## src/rtl/sobolrng_pkg.sv

```systemverilog
// Shared types and helpers for the Sobol RNG stages.
package sobolrng_pkg;

  typedef enum logic [1:0] {
    IDLE = 2'd0,
    CLR  = 2'd1,
    RUN  = 2'd2,
    DONE = 2'd3
  } seq_state_e;

  // One-hot of the lowest zero bit; callers truncate to their own width,
  // which maps an all-ones input to zero.
  function automatic logic [31:0] lowest_zero(input logic [31:0] x);
    return ~x & (x + 32'd1);
  endfunction

endpackage

```

## src/rtl/sobolrng_lzd.sv

```systemverilog
// Lowest-zero detector: one-hot of the lowest 0 bit of x_i, zero when x_i is all ones.
module sobolrng_lzd #(
  parameter int unsigned BITWIDTH = 8
) (
  input  logic [BITWIDTH-1:0] x_i,
  output logic [BITWIDTH-1:0] y_o
);

  assign y_o = ~x_i & (x_i + BITWIDTH'(1));

endmodule

```

## src/rtl/sobolrng_seq_ctrl.sv

```systemverilog
// Sobol index sequencer: walks the index over a programmable run length and drives
// the core's direction-vector select, advance and clear strobes.
module sobolrng_seq_ctrl
  import sobolrng_pkg::*;
#(
  parameter int unsigned BITWIDTH = 8
) (
  input  logic                iClk,
  input  logic                iRstN,
  input  logic                iStart,
  input  logic                iClr,
  input  logic                iEn,
  input  logic [BITWIDTH-1:0] iLen,
  output logic [BITWIDTH-1:0] oOneHot,
  output logic                oEn,
  output logic                oClr,
  output logic                oBusy,
  output logic                oDone,
  output logic [BITWIDTH-1:0] oCnt
);

  localparam int unsigned CW = BITWIDTH + 1;

  seq_state_e          state_q, state_d;
  logic [CW-1:0]       cnt_q, cnt_d;
  logic [CW-1:0]       len_q, len_d;
  logic [BITWIDTH-1:0] lzd_w;

  sobolrng_lzd #(.BITWIDTH(BITWIDTH)) u_lzd (
    .x_i(cnt_q[BITWIDTH-1:0]),
    .y_o(lzd_w)
  );

  always_ff @(posedge iClk or negedge iRstN) begin
    if (!iRstN) begin
      state_q <= IDLE;
      cnt_q   <= '0;
      len_q   <= '0;
    end else begin
      state_q <= state_d;
      cnt_q   <= cnt_d;
      len_q   <= len_d;
    end
  end

  always_comb begin
    state_d = state_q;
    cnt_d   = cnt_q;
    len_d   = len_q;
    if (iClr) begin
      state_d = IDLE;
      cnt_d   = '0;
    end else begin
      unique case (state_q)
        IDLE: begin
          if (iStart) begin
            // A zero length encodes a full 2^BITWIDTH period.
            len_d   = (iLen == '0) ? {1'b1, {BITWIDTH{1'b0}}} : {1'b0, iLen};
            cnt_d   = '0;
            state_d = CLR;
          end
        end
        CLR: state_d = RUN;
        RUN: begin
          if (iEn) begin
            cnt_d = cnt_q + CW'(1);
            if (cnt_q == len_q - CW'(1)) state_d = DONE;
          end
        end
        DONE: state_d = IDLE;
      endcase
    end
  end

  assign oClr    = (state_q == CLR);
  assign oEn     = (state_q == RUN) & iEn;
  assign oOneHot = (state_q == RUN) ? lzd_w : '0;
  assign oBusy   = (state_q != IDLE);
  assign oDone   = (state_q == DONE);
  assign oCnt    = cnt_q[BITWIDTH-1:0];

endmodule

```

## config.mk

```make
export PLATFORM = sky130hd
export DESIGN_NAME = sobolrng_seq_ctrl
export DESIGN_NICKNAME = d
export VERILOG_FILES = /design/src/rtl/sobolrng_pkg.sv /design/src/rtl/sobolrng_lzd.sv /design/src/rtl/sobolrng_seq_ctrl.sv
export SDC_FILE = /design/constraint.sdc
export NUM_CORES = 1
export LEC_CHECK = 0
export CORE_MARGIN = 1
export CORE_UTILIZATION = 50
export CTS_BUF_LIST = sky130_fd_sc_hd__clkbuf_2
export CTS_CLUSTER_DIAMETER = 100
export DETAILED_ROUTE_END_ITERATION = 6
export PLACE_DENSITY_LB_ADDON = 0.1
export REMOVE_ABC_BUFFERS = 1
export SLEW_MARGIN = 10
export SYNTH_ARGS = -nofsm -noshare
export SYNTH_HDL_FRONTEND = slang
export SYNTH_HIERARCHICAL = 1
export SYNTH_SLANG_ARGS = --single-unit
```

## constraint.sdc

```tcl
create_clock -name iClk -period 3.48 [get_ports iClk]
set_input_delay 0.522 -clock iClk [delete_from_list [all_inputs] [get_ports iClk]]
set_output_delay 0.522 -clock iClk [all_outputs]
set_load 0.05 [all_outputs]
```

==> flow_metrics.env, run 1 <==
export IMPL_antenna_found_initial=0
export IMPL_ctsResizeCount=0
export IMPL_start_kind="flop"
export IMPL_clock_path_buffers=2
export IMPL_grt_pass1_wl_um=5200
export IMPL_drv_slew=0
export IMPL_grt_overflow_total=0
export IMPL_synthToLayoutAreaGrowth_pct=22.4
export IMPL_n_antenna_cell=0
export IMPL_root_buffer="clkbuf_2"
export IMPL_skew_ns=0.00303
export IMPL_synth_xor_area_share_pct=4.71
export IMPL_seq_area_frac_synth_pct=33.6
export IMPL_synthSimpleGateAreaFrac_pct=29.5
export IMPL_synth_compound_area_share_pct=12.0
export IMPL_multi_input_area_um2=878
export IMPL_io_pins=33
export IMPL_cts_sinks=20
export IMPL_power_leakage_nw=0.740
export IMPL_grtUsageTotal_pct=20.9
export IMPL_wire_per_inst_um=14.3
export IMPL_final_period_utilization_pct=82.8
export IMPL_endpoint_kind="primary output"
export IMPL_synth_top_family_by_area="simple AND/OR/NAND/NOR gates"
export IMPL_wl_met2_um=1590
export IMPL_fp_dieH_um=56.5
export IMPL_synthCells=165
export IMPL_fill_cells=255
export IMPL_routabilityCongestion=0.767
export IMPL_routed_top_layer="met4"
export IMPL_clk_latency_ns=0.32
export IMPL_hold_slack_ns=0.547
export IMPL_synth_avg_cell_area_um2=9.02
export IMPL_syn_cell_area_um2=1490
export IMPL_dr_wl_met3_um=124
export IMPL_critPathMaxFanout=12
export IMPL_hold_class="reg -> reg"
export IMPL_drt_vias_per_instance=5.81
export IMPL_cts_tree="yes"
export IMPL_grt_setup_unrepaired="no"
export IMPL_setup_tns_ns=0
export IMPL_layout_common_cells="clkdlybuf4s50_1 (32), dfrtp_1 (20), o21ai_1 (14), nor2_1 (13)"
export IMPL_grt_pass1_vias=1149
export IMPL_cap_violations=0
export IMPL_period_needed_ns=2.88
export IMPL_portBuffers=32
export IMPL_slew_headroom_pct=37.7
export IMPL_crit_arrival_ns=2.36
export IMPL_core_area_um2=2780
export IMPL_synth_mux_area_share_pct=7.74
export IMPL_synth_distinct_cells=43
export IMPL_status="finished, final reports clean"
export IMPL_dieArea_um2=3200
export IMPL_first_pass_iters=5
export IMPL_clk_pin_slew_worst_paths_ns=0.21
export IMPL_hpwl_um=2350
export IMPL_wl_met1_um=1400
export IMPL_fp_dieW_um=56.5
export IMPL_nNetsFinal=209
export IMPL_cp_required_ns=2.96
export IMPL_power_density_nw_per_um2=579
export IMPL_totalWireLength_um=3150
export IMPL_max_vdd_ir_drop_uv=603
export IMPL_first_iter_violations=33
export IMPL_utilization_pct=65.5
export IMPL_drc=0
export IMPL_drive_gt1_share_pct=5.82
export IMPL_grt_max_degree=21
export IMPL_setup_viol=0
export IMPL_worst_slew_pin_slew_ns=0.932
export IMPL_vias=1278
export IMPL_register_area_um2=500
export IMPL_start_util_pct=53.5
export IMPL_ant_nets=0
export IMPL_ys_seq_elements=20
export IMPL_p_total_mw=1.05
export IMPL_post_cts_buffers=0
export IMPL_rows=19
export IMPL_fmax_mhz=347
export IMPL_path_class="reg -> out"
export IMPL_cts_hold_buf=0
export IMPL_final_common_cell="clkdlybuf4s50_1"
export IMPL_cts_buffers=3
export IMPL_cts_max_level=1
export IMPL_final_hold_violation_count=0
export IMPL_synth_adder_area_share_pct=5.05
export IMPL_yosys_warnings=6
==> layout make-up <==
class | count | area share, %
Clock buffer | 3 | 0.825
Clock inverter | 1 | 1.65
Inverter | 8 | 1.65
Multi-Input combinational cell | 124 | 48.2
Sequential cell | 20 | 27.5
Tap cell | 31 | 2.13
Timing Repair Buffer | 33 | 18.0
==> per-layer routing <==
layer	global-route usage [%]	up-vias
met2	34.8	32
li1	-	613
met4	7.32	0
met3	2.30	4
met5	0	-
met1	28.2	629
==> critical path, cell delays in order (launching register included) <==
cell             delay (ns)
dfrtp_1                0.46
inv_1                  0.14
ha_1                   0.44
and2_1                 0.19
clkdlybuf4s50_1        0.80
==> report_power, final <==
| part | switching, mW | internal (mW) |
|---|---|---|
| Clock | 0.0784 | 0.0991 |
| Sequential | 0.0848 | 0.290 |
| Combinational | 0.279 | 0.223 |
==> cells in the mapped netlist, drive strengths merged <==
cell / number / area [µm²]
dfrtp: 20 / 500
nor2: 14 / 55.1
o21ai: 14 / 70.1
and2: 10 / 62.6
nand2: 10 / 37.5
buf: 9 / 63.8
mux2: 9 / 105
inv: 8 / 30.0
nand2b: 8 / 50.1
a21oi: 6 / 30.0
ha: 6 / 75.1
xnor2: 5 / 43.8
and3: 4 / 25.0
clkbuf: 4 / 15.0
nor3b: 4 / 35.0
nand3: 3 / 15.0
nor3: 3 / 15.0
xor2: 3 / 26.3
nand3b: 2 / 15.0
nand4: 2 / 18.8
nor4: 2 / 12.5
nor4b: 2 / 23.8
or2: 2 / 12.5
or4b: 2 / 20.0
a211o: 1 / 8.76
a221o: 1 / 10.0
and3b: 1 / 8.76
mux2i: 1 / 10.0
nand4b: 1 / 8.76
nand4bb: 1 / 11.3
nor2b: 1 / 6.26
o2111ai: 1 / 8.76
o211ai: 1 / 7.51
o311ai: 1 / 8.76
o31ai: 1 / 7.51
o32ai: 1 / 27.5
or3: 1 / 6.26
==> through the flow <==
stage,instance area (µm²),instances,setup slack [ns]
2_1_floorplan,1410,152,1.10
3_3_place_gp,1780,216,1.02
3_5_place_dp,1780,216,0.977
4_1_cts,1820,220,0.574
5_1_grt,1820,220,0.453
6_report,1820,220,0.600
==> registers in the layout (all words and copies together) (netlist names) <==
register and cells:
cnt_q 9, len_q 9, state_q 2
==> worst paths after layout <==
path	from	slack, ns	endpoint	cells after the start
setup / recovery	state_q[0]$_DFFE_PN0P_	0.60	oOneHot[5]	4
hold / removal	len_q[8]$_DFFE_PN0P_	0.55	len_q[8]$_DFFE_PN0P_	2
setup reg to reg	len_q[0]$_DFFE_PN0P_	1.07	state_q[0]$_DFFE_PN0P_	8
hold reg to reg	len_q[8]$_DFFE_PN0P_	0.55	len_q[8]$_DFFE_PN0P_	2
max in group asynchronous	iRstN	2.24	len_q[5]$_DFFE_PN0P_	1
min in group asynchronous	iRstN	0.68	cnt_q[8]$_DFFE_PN0P_	1
==> logic make-up (layout without fill, tap and decap cells) <==
group           count (synthesis)  count (layout)
xor+xnor                        8               8
buf+inv                        21              45
simple gates                   73              73
fa+ha+maj                       6               6
compound gates                 27              27
flops                          20              20
mux                            10              10
No activity file was read; power rests on OpenSTA's default activity.
==> run 2: changes to the inputs <==
- CORE_UTILIZATION: 50 -> 47
- clock period: 3.48 -> 2.3 ns (I/O delays scaled with it)
==> flow_metrics.env, run 2 (synthesis results as in run 1) <==
export IMPL_skew_ns=0.0154
export IMPL_grt_pass1_vias=1211
export IMPL_max_stage_delay_ns=0.44
export IMPL_root_buffer="clkbuf_2"
export IMPL_cts_hold_buf=0
export IMPL_power_density_nw_per_um2=776
export IMPL_final_hold_violation_count=0
export IMPL_first_pass_iters=4
export IMPL_r2r_setup_slack_ns=0.05
export IMPL_final_common_cell="clkdlybuf4s50_1"
export IMPL_grt_max_degree=21
export IMPL_path_class="reg -> reg"
export IMPL_start_util_pct=49.1
export IMPL_ant_nets=0
export IMPL_fill_cells=243
export IMPL_fmax_mhz=444
export IMPL_period_needed_ns=2.25
export IMPL_core_area_um2=3030
export IMPL_grt_use_met1_pct=23.8
export IMPL_clk_pin_slew_worst_paths_ns=0.19
export IMPL_endpoint_kind="flop"
export IMPL_cp_required_ns=2.52
export IMPL_power_leakage_nw=0.827
export IMPL_cts_buffers=3
export IMPL_utilization_pct=65.5
export IMPL_pre_cts_slack_ns=-0.0719
export IMPL_n_antenna_cell=0
export IMPL_use_met3_pct=3.35
export IMPL_grt_setup_unrepaired="yes"
export IMPL_status="finished, final reports clean"
export IMPL_portBuffers=32
export IMPL_final_period_utilization_pct=98.0
export IMPL_io_pins=33
export IMPL_slew_headroom_pct=66.4
export IMPL_fp_dieH_um=58.3
export IMPL_grtUsageMet2_pct=35.0
export IMPL_cts_tree="yes"
export IMPL_reg_top3="cnt_q x9, len_q x9, state_q x2"
export IMPL_fin_area_um2=1980
export IMPL_grtUsageTotal_pct=19.8
export IMPL_crit_arrival_ns=2.48
export IMPL_slowest_stage="dfrtp_1"
export IMPL_antenna_found_initial=0
export IMPL_clk_latency_ns=0.32
export IMPL_fp_dieW_um=58.3
export IMPL_worst_slew_pin_slew_ns=0.502
export IMPL_ff2ff_path_depth=9
export IMPL_r2r_start="len_q[0]$_DFFE_PN0P_"
export IMPL_cts_max_level=1
export IMPL_cts_sinks=20
export IMPL_rows=20
export IMPL_drc=0
export IMPL_drive_gt1_share_pct=14.4
export IMPL_nNetsFinal=216
export IMPL_wire_per_inst_um=13.9
export IMPL_start_kind="flop"
export IMPL_timing_final_ws_setup_ns=0.0459
export IMPL_hold_class="in -> async"
export IMPL_first_iter_violations=43
export IMPL_place_area_um2=1940
export IMPL_totalWireLength_um=3310
export IMPL_max_vdd_ir_drop_uv=262
export IMPL_hpwl_um=2550
export IMPL_crit_chain="inv_1 -> ha_1 -> nor3b_4 -> buf_4 -> a221o_1 -> o311ai_2 -> nor2_2 -> o32ai_4 -> mux2_4"
export IMPL_hold_slack_ns=0.319
export IMPL_clock_path_buffers=2
export IMPL_busiest_layer="met2"
export IMPL_cap_violations=0
export IMPL_grt_overflow_total=0
export IMPL_drt_vias_per_instance=5.36
export IMPL_dieArea_um2=3390
export IMPL_routabilityCongestion=0.832
export IMPL_synthToLayoutAreaGrowth_pct=33.4
export IMPL_setup_tns_ns=0
export IMPL_vias=1281
export IMPL_setup_viol=0
export IMPL_timing_rr_end="state_q[0]$_DFFE_PN0P_"
export IMPL_grt_pass1_wl_um=5130
export IMPL_critPathMaxFanout=4
export IMPL_layout_common_cells="clkdlybuf4s50_1 (22), dfrtp_1 (20), o21ai_1 (14), nor2_1 (13)"
export IMPL_drv_slew=0
[run 2: cell type report]
cell class	instances	area [µm²]	area share, %
Clock buffer	3	15.0	0.757
Inverter	8	30.0	1.51
Multi-Input combinational cell	124	898	45.3
Sequential cell	20	500	25.2
Tap cell	44	55.1	2.77
Timing Repair Buffer	40	485	24.5
[run 2: what timing repair did]
| item | CTS | global route |
|---|---|---|
| endpoints found under the hold margin | 0 | 0 |
| setup endpoints to repair | 1 | 2 |
| resized for setup | 2 | 2 |
| buffers inserted | 1 | 0 |
[run 2: worst max path at each step]
stage / slack, ns / start / to
2_1_floorplan: -0.08 / cnt_q[7]$_DFFE_PN0P_ / state_q[0]$_DFFE_PN0P_
3_3_place_gp: 0.12 / len_q[0]$_DFFE_PN0P_ / state_q[0]$_DFFE_PN0P_
3_5_place_dp: -0.07 / len_q[0]$_DFFE_PN0P_ / state_q[0]$_DFFE_PN0P_
4_1_cts: 0.02 / state_q[0]$_DFFE_PN0P_ / oBusy
5_1_grt: -0.06 / len_q[0]$_DFFE_PN0P_ / state_q[0]$_DFFE_PN0P_
6_report: 0.05 / len_q[0]$_DFFE_PN0P_ / state_q[0]$_DFFE_PN0P_
[run 2: routing by layer]
layer / wire (µm) / vias to the layer above
li1: - / 633
met1: 1470 / 610
met2: 1660 / 33
met3: 141 / 5
met4: 48 / 0
met5: 0 / -
[run 2: per-stage QoR]
step	total power, mW	instances
detailed placement	1.38	235
global placement	1.34	235
CTS	1.54	239
finish	1.54	239
floorplan	1.11	152
global route	1.63	239
[run 2: critical path, delay by kind of cell (launching register included)]
family / cells / cell delay, ns
AND/OR/NAND/NOR: 2 / 0.26
AO/OA/AOI/OAI: 3 / 0.72
buffers and inverters: 2 / 0.20
multiplexers: 1 / 0.32
flip-flops: 1 / 0.44
adder cells (fa/ha/maj): 1 / 0.22
[run 2: report_power, final]
part / switching [mW] / internal [mW] / total, mW
combinational: 0.438 / 0.391 / 0.829
clock: 0.106 / 0.0356 / 0.142
sequential: 0.131 / 0.439 / 0.570
==> run 3: changes to the inputs <==
--- a/config.mk
+++ b/config.mk
@@ -7,6 +7,8 @@
 export LEC_CHECK = 0
+export ABC_AREA = 1
 export CORE_MARGIN = 1
-export CORE_UTILIZATION = 47
+export CORE_UTILIZATION = 48
 export CTS_BUF_LIST = sky130_fd_sc_hd__clkbuf_2
 export CTS_CLUSTER_DIAMETER = 100
+export CTS_CLUSTER_SIZE = 12
 export DETAILED_ROUTE_END_ITERATION = 6
--- a/constraint.sdc
+++ b/constraint.sdc
@@ -3,2 +3,2 @@
 set_output_delay 0.345 -clock iClk [all_outputs]
-set_load 0.05 [all_outputs]
+set_load 0.01 [all_outputs]
==> flow_metrics.env, run 3 <==
export IMPL_drv_slew=0
export IMPL_period_needed_ns=2.14
export IMPL_path_class="reg -> out"
export IMPL_routabilityCongestion=0.829
export IMPL_grt_use_met1_pct=27.3
export IMPL_max_vdd_ir_drop_uv=391
export IMPL_swShare_pct=45.4
export IMPL_rows=20
export IMPL_busiest_layer="met2"
export IMPL_final_common_cell="nand2_1"
export IMPL_totalWireLength_um=3100
export IMPL_r2r_start="len_q[0]$_DFFE_PN0P_"
export IMPL_fin_area_um2=1970
export IMPL_synth_top_area_share_pct=31.8
export IMPL_start_kind="flop"
export IMPL_drive_gt1_share_pct=13.6
export IMPL_layout_common_cells="nand2_1 (65), inv_1 (38), clkdlybuf4s50_1 (32), nor2_1 (30), dfrtp_1 (18)"
export IMPL_nNetsFinal=293
export IMPL_grt_max_degree=21
export IMPL_combPwrFrac_pct=54.9
export IMPL_critPathMaxFanout=10
export IMPL_dp_cells=309
export IMPL_clk_pin_slew_worst_paths_ns=0.19
export IMPL_vias=1481
export IMPL_power_switching_mw=0.693
export IMPL_pre_cts_slack_ns=0.371
export IMPL_clkPwrFrac_pct=9.5
export IMPL_hold_class="in -> async"
export IMPL_place_area_um2=1900
export IMPL_ff2ff_path_depth=15
export IMPL_cts_sinks=20
export IMPL_yosys_warnings=6
export IMPL_final_period_utilization_pct=92.8
export IMPL_synthToLayoutAreaGrowth_pct=24.9
export IMPL_root_buffer="clkbuf_2"
export IMPL_synth_compound_area_share_pct=6.68
export IMPL_fill_cells=289
export IMPL_reg_top3="cnt_q x9, len_q x9, state_q x2"
export IMPL_r2r_setup_slack_ns=0.45
export IMPL_core_area_um2=3080
export IMPL_endpoint_kind="primary output"
export IMPL_synth_mux_area_share_pct=0
export IMPL_wire_per_inst_um=9.77
export IMPL_synth_adder_area_share_pct=4.77
export IMPL_io_pins=33
export IMPL_hpwl_um=2490
export IMPL_setup_viol=0
export IMPL_start_util_pct=51.1
export IMPL_synth_avg_cell_area_um2=6.56
export IMPL_n_antenna_cell=0
export IMPL_synth_common_cells="nand2_1 (65), inv_1 (38), nor2_1 (30), dfrtp_1 (20), nand3_1 (13)"
export IMPL_synth_distinct_cells=27
export IMPL_ant_nets=0
export IMPL_use_met3_pct=4.59
export IMPL_grtUsageTotal_pct=19.9
export IMPL_skew_ns=0.00655
export IMPL_grt_pass1_vias=1281
export IMPL_timing_final_ws_setup_ns=0.164
export IMPL_cap_violations=0
export IMPL_power_leakage_nw=0.987
export IMPL_grtUsageMet2_pct=32.3
export IMPL_power_density_nw_per_um2=777
export IMPL_fp_dieW_um=59.3
export IMPL_synthSimpleGateAreaFrac_pct=39.9
export IMPL_synth_top_family_by_area="simple AND/OR/NAND/NOR gates"
export IMPL_syn_cell_area_um2=1570
export IMPL_crit_path_start="state_q[0]$_DFFE_PN0P_"
export IMPL_internal_power_mw=0.835
export IMPL_stdcell_count=317
export IMPL_dieArea_um2=3510
export IMPL_drc=0
export IMPL_slew_headroom_pct=78.6
export IMPL_slowest_stage="clkdlybuf4s50_1"
export IMPL_clk_latency_ns=0.31
export IMPL_crit_path_frequent_cell="inv_1"
export IMPL_seq_area_frac_synth_pct=31.8
export IMPL_portBuffers=32
export IMPL_max_stage_delay_ns=0.52
export IMPL_status="finished, final reports clean"
export IMPL_cts_tree="yes"
export IMPL_crit_chain="inv_1 -> ha_4 -> nand2_1 -> inv_1 -> clkdlybuf4s50_1"
export IMPL_fmax_mhz=468
export IMPL_first_iter_violations=71
export IMPL_async_flop_share_pct=100
export IMPL_drt_vias_per_instance=4.67
export IMPL_cts_max_level=1
export IMPL_first_pass_iters=4
export IMPL_cts_hold_buf=0
export IMPL_fp_dieH_um=59.3
export IMPL_ys_seq_elements=20
export IMPL_grt_overflow_total=0
export IMPL_synth_area_leaders="dfrtp_1 (32%), nand2_1 (16%), inv_1 (9.1%), nor2_1 (7.2%), ha_1 (4.8%)"
export IMPL_antenna_found_initial=0
export IMPL_crit_arrival_ns=1.79
export IMPL_final_hold_violation_count=0
export IMPL_clock_path_buffers=2
export IMPL_synthCells=240
export IMPL_grt_pass1_wl_um=5340
export IMPL_synth_flop_cell="dfrtp_1"
export IMPL_cts_buffers=3
export IMPL_pwr_share_seq_pct=35.6
export IMPL_synth_edf_count=0
export IMPL_yosysTopAreaCell="dfrtp_1"
export IMPL_worst_slew_pin_slew_ns=0.320
export IMPL_synth_xor_area_share_pct=2.15
export IMPL_yosysMostFrequentCell="nand2_1"
export IMPL_cp_required_ns=1.96
run 3: cell types whose count changed in the layout (fill, tap and decap cells not counted), sizes merged, moves of 3 or more:
cell,before,now
and2,10,0
and3,4,0
buf,17,7
clkdlybuf4s50,22,32
inv,8,43
mux2,9,0
nand2,10,71
nand2b,8,0
nand3,3,14
nor2,14,39
nor3,3,6
xnor2,5,1
run 3: worst max-delay path: cells and delay by family, from the launching register on:
family | cells | cell delay, ns
adders and majority gates | 1 | 0.22
buffers and inverters | 3 | 0.74
DFF | 1 | 0.46
and+or+nand+nor | 1 | 0.06
run 3: through the flow:
stage / setup TNS [ns] / util (%) / total power, mW / hold WS [ns]
floorplan: 0 / - / 1.11 / 0.0494
global placement: 0 / 61.8 / 1.34 / 0.518
detailed placement: 0 / 61.8 / 1.35 / 0.521
CTS: 0 / 62.5 / 1.51 / 0.324
global route: -0.0110 / 63.9 / 1.68 / 0.318
finish: 0 / 63.9 / 1.53 / 0.336
run 3: power groups by stage:
stage	Clock [mW]	Combinational [mW]	Sequential [mW]
2_1_floorplan	0	0.575	0.538
3_3_place_gp	0	0.780	0.560
3_5_place_dp	0	0.795	0.558
4_1_cts	0.157	0.801	0.551
5_1_grt	0.168	0.956	0.559
6_report	0.144	0.839	0.544
run 3: per-layer routing:
layer  share of wire, %  vias up
li1                   -      800
met1                 51      665
met2                 46       14
met3                2.3        2
met4               0.32        0
met5                  0        -
run 3: cells by family (layout without fill, tap and decap cells):
kind of cell / Yosys count / count (layout)
xor+xnor: 3 / 3
buf+inv: 53 / 86
fa+ha+maj: 6 / 6
simple gates: 138 / 138
flops: 20 / 20
compound gates: 20 / 20
run 3: worst paths after layout:
kind	endpoint
setup / recovery	oOneHot[3]
hold / removal	len_q[4]$_DFFE_PN0P_
setup reg to reg	state_q[1]$_DFFE_PN0P_
hold reg to reg	len_q[7]$_DFFE_PN0P_
max in group asynchronous	cnt_q[0]$_DFFE_PN0P_
min in group iClk	len_q[7]$_DFFE_PN0P_
run 3: repair_timing:
item | CTS | global route
endpoints found under the setup margin | 9 | 9
gates resized for setup | 1 | 3
setup buffers | 0 | 4
endpoints found under the hold margin | 0 | 0
gates cloned | 0 | 0
run 3: final cells by class:
cell class,count,area (µm²),area share [%]
inverter,43,161,8.21
clock buffer,3,15.0,0.764
timing repair buffer,39,373,19.0
tap,44,55.1,2.80
clock inverter,1,3.75,0.191
multi-input combinational,167,855,43.5
sequential,20,503,25.6
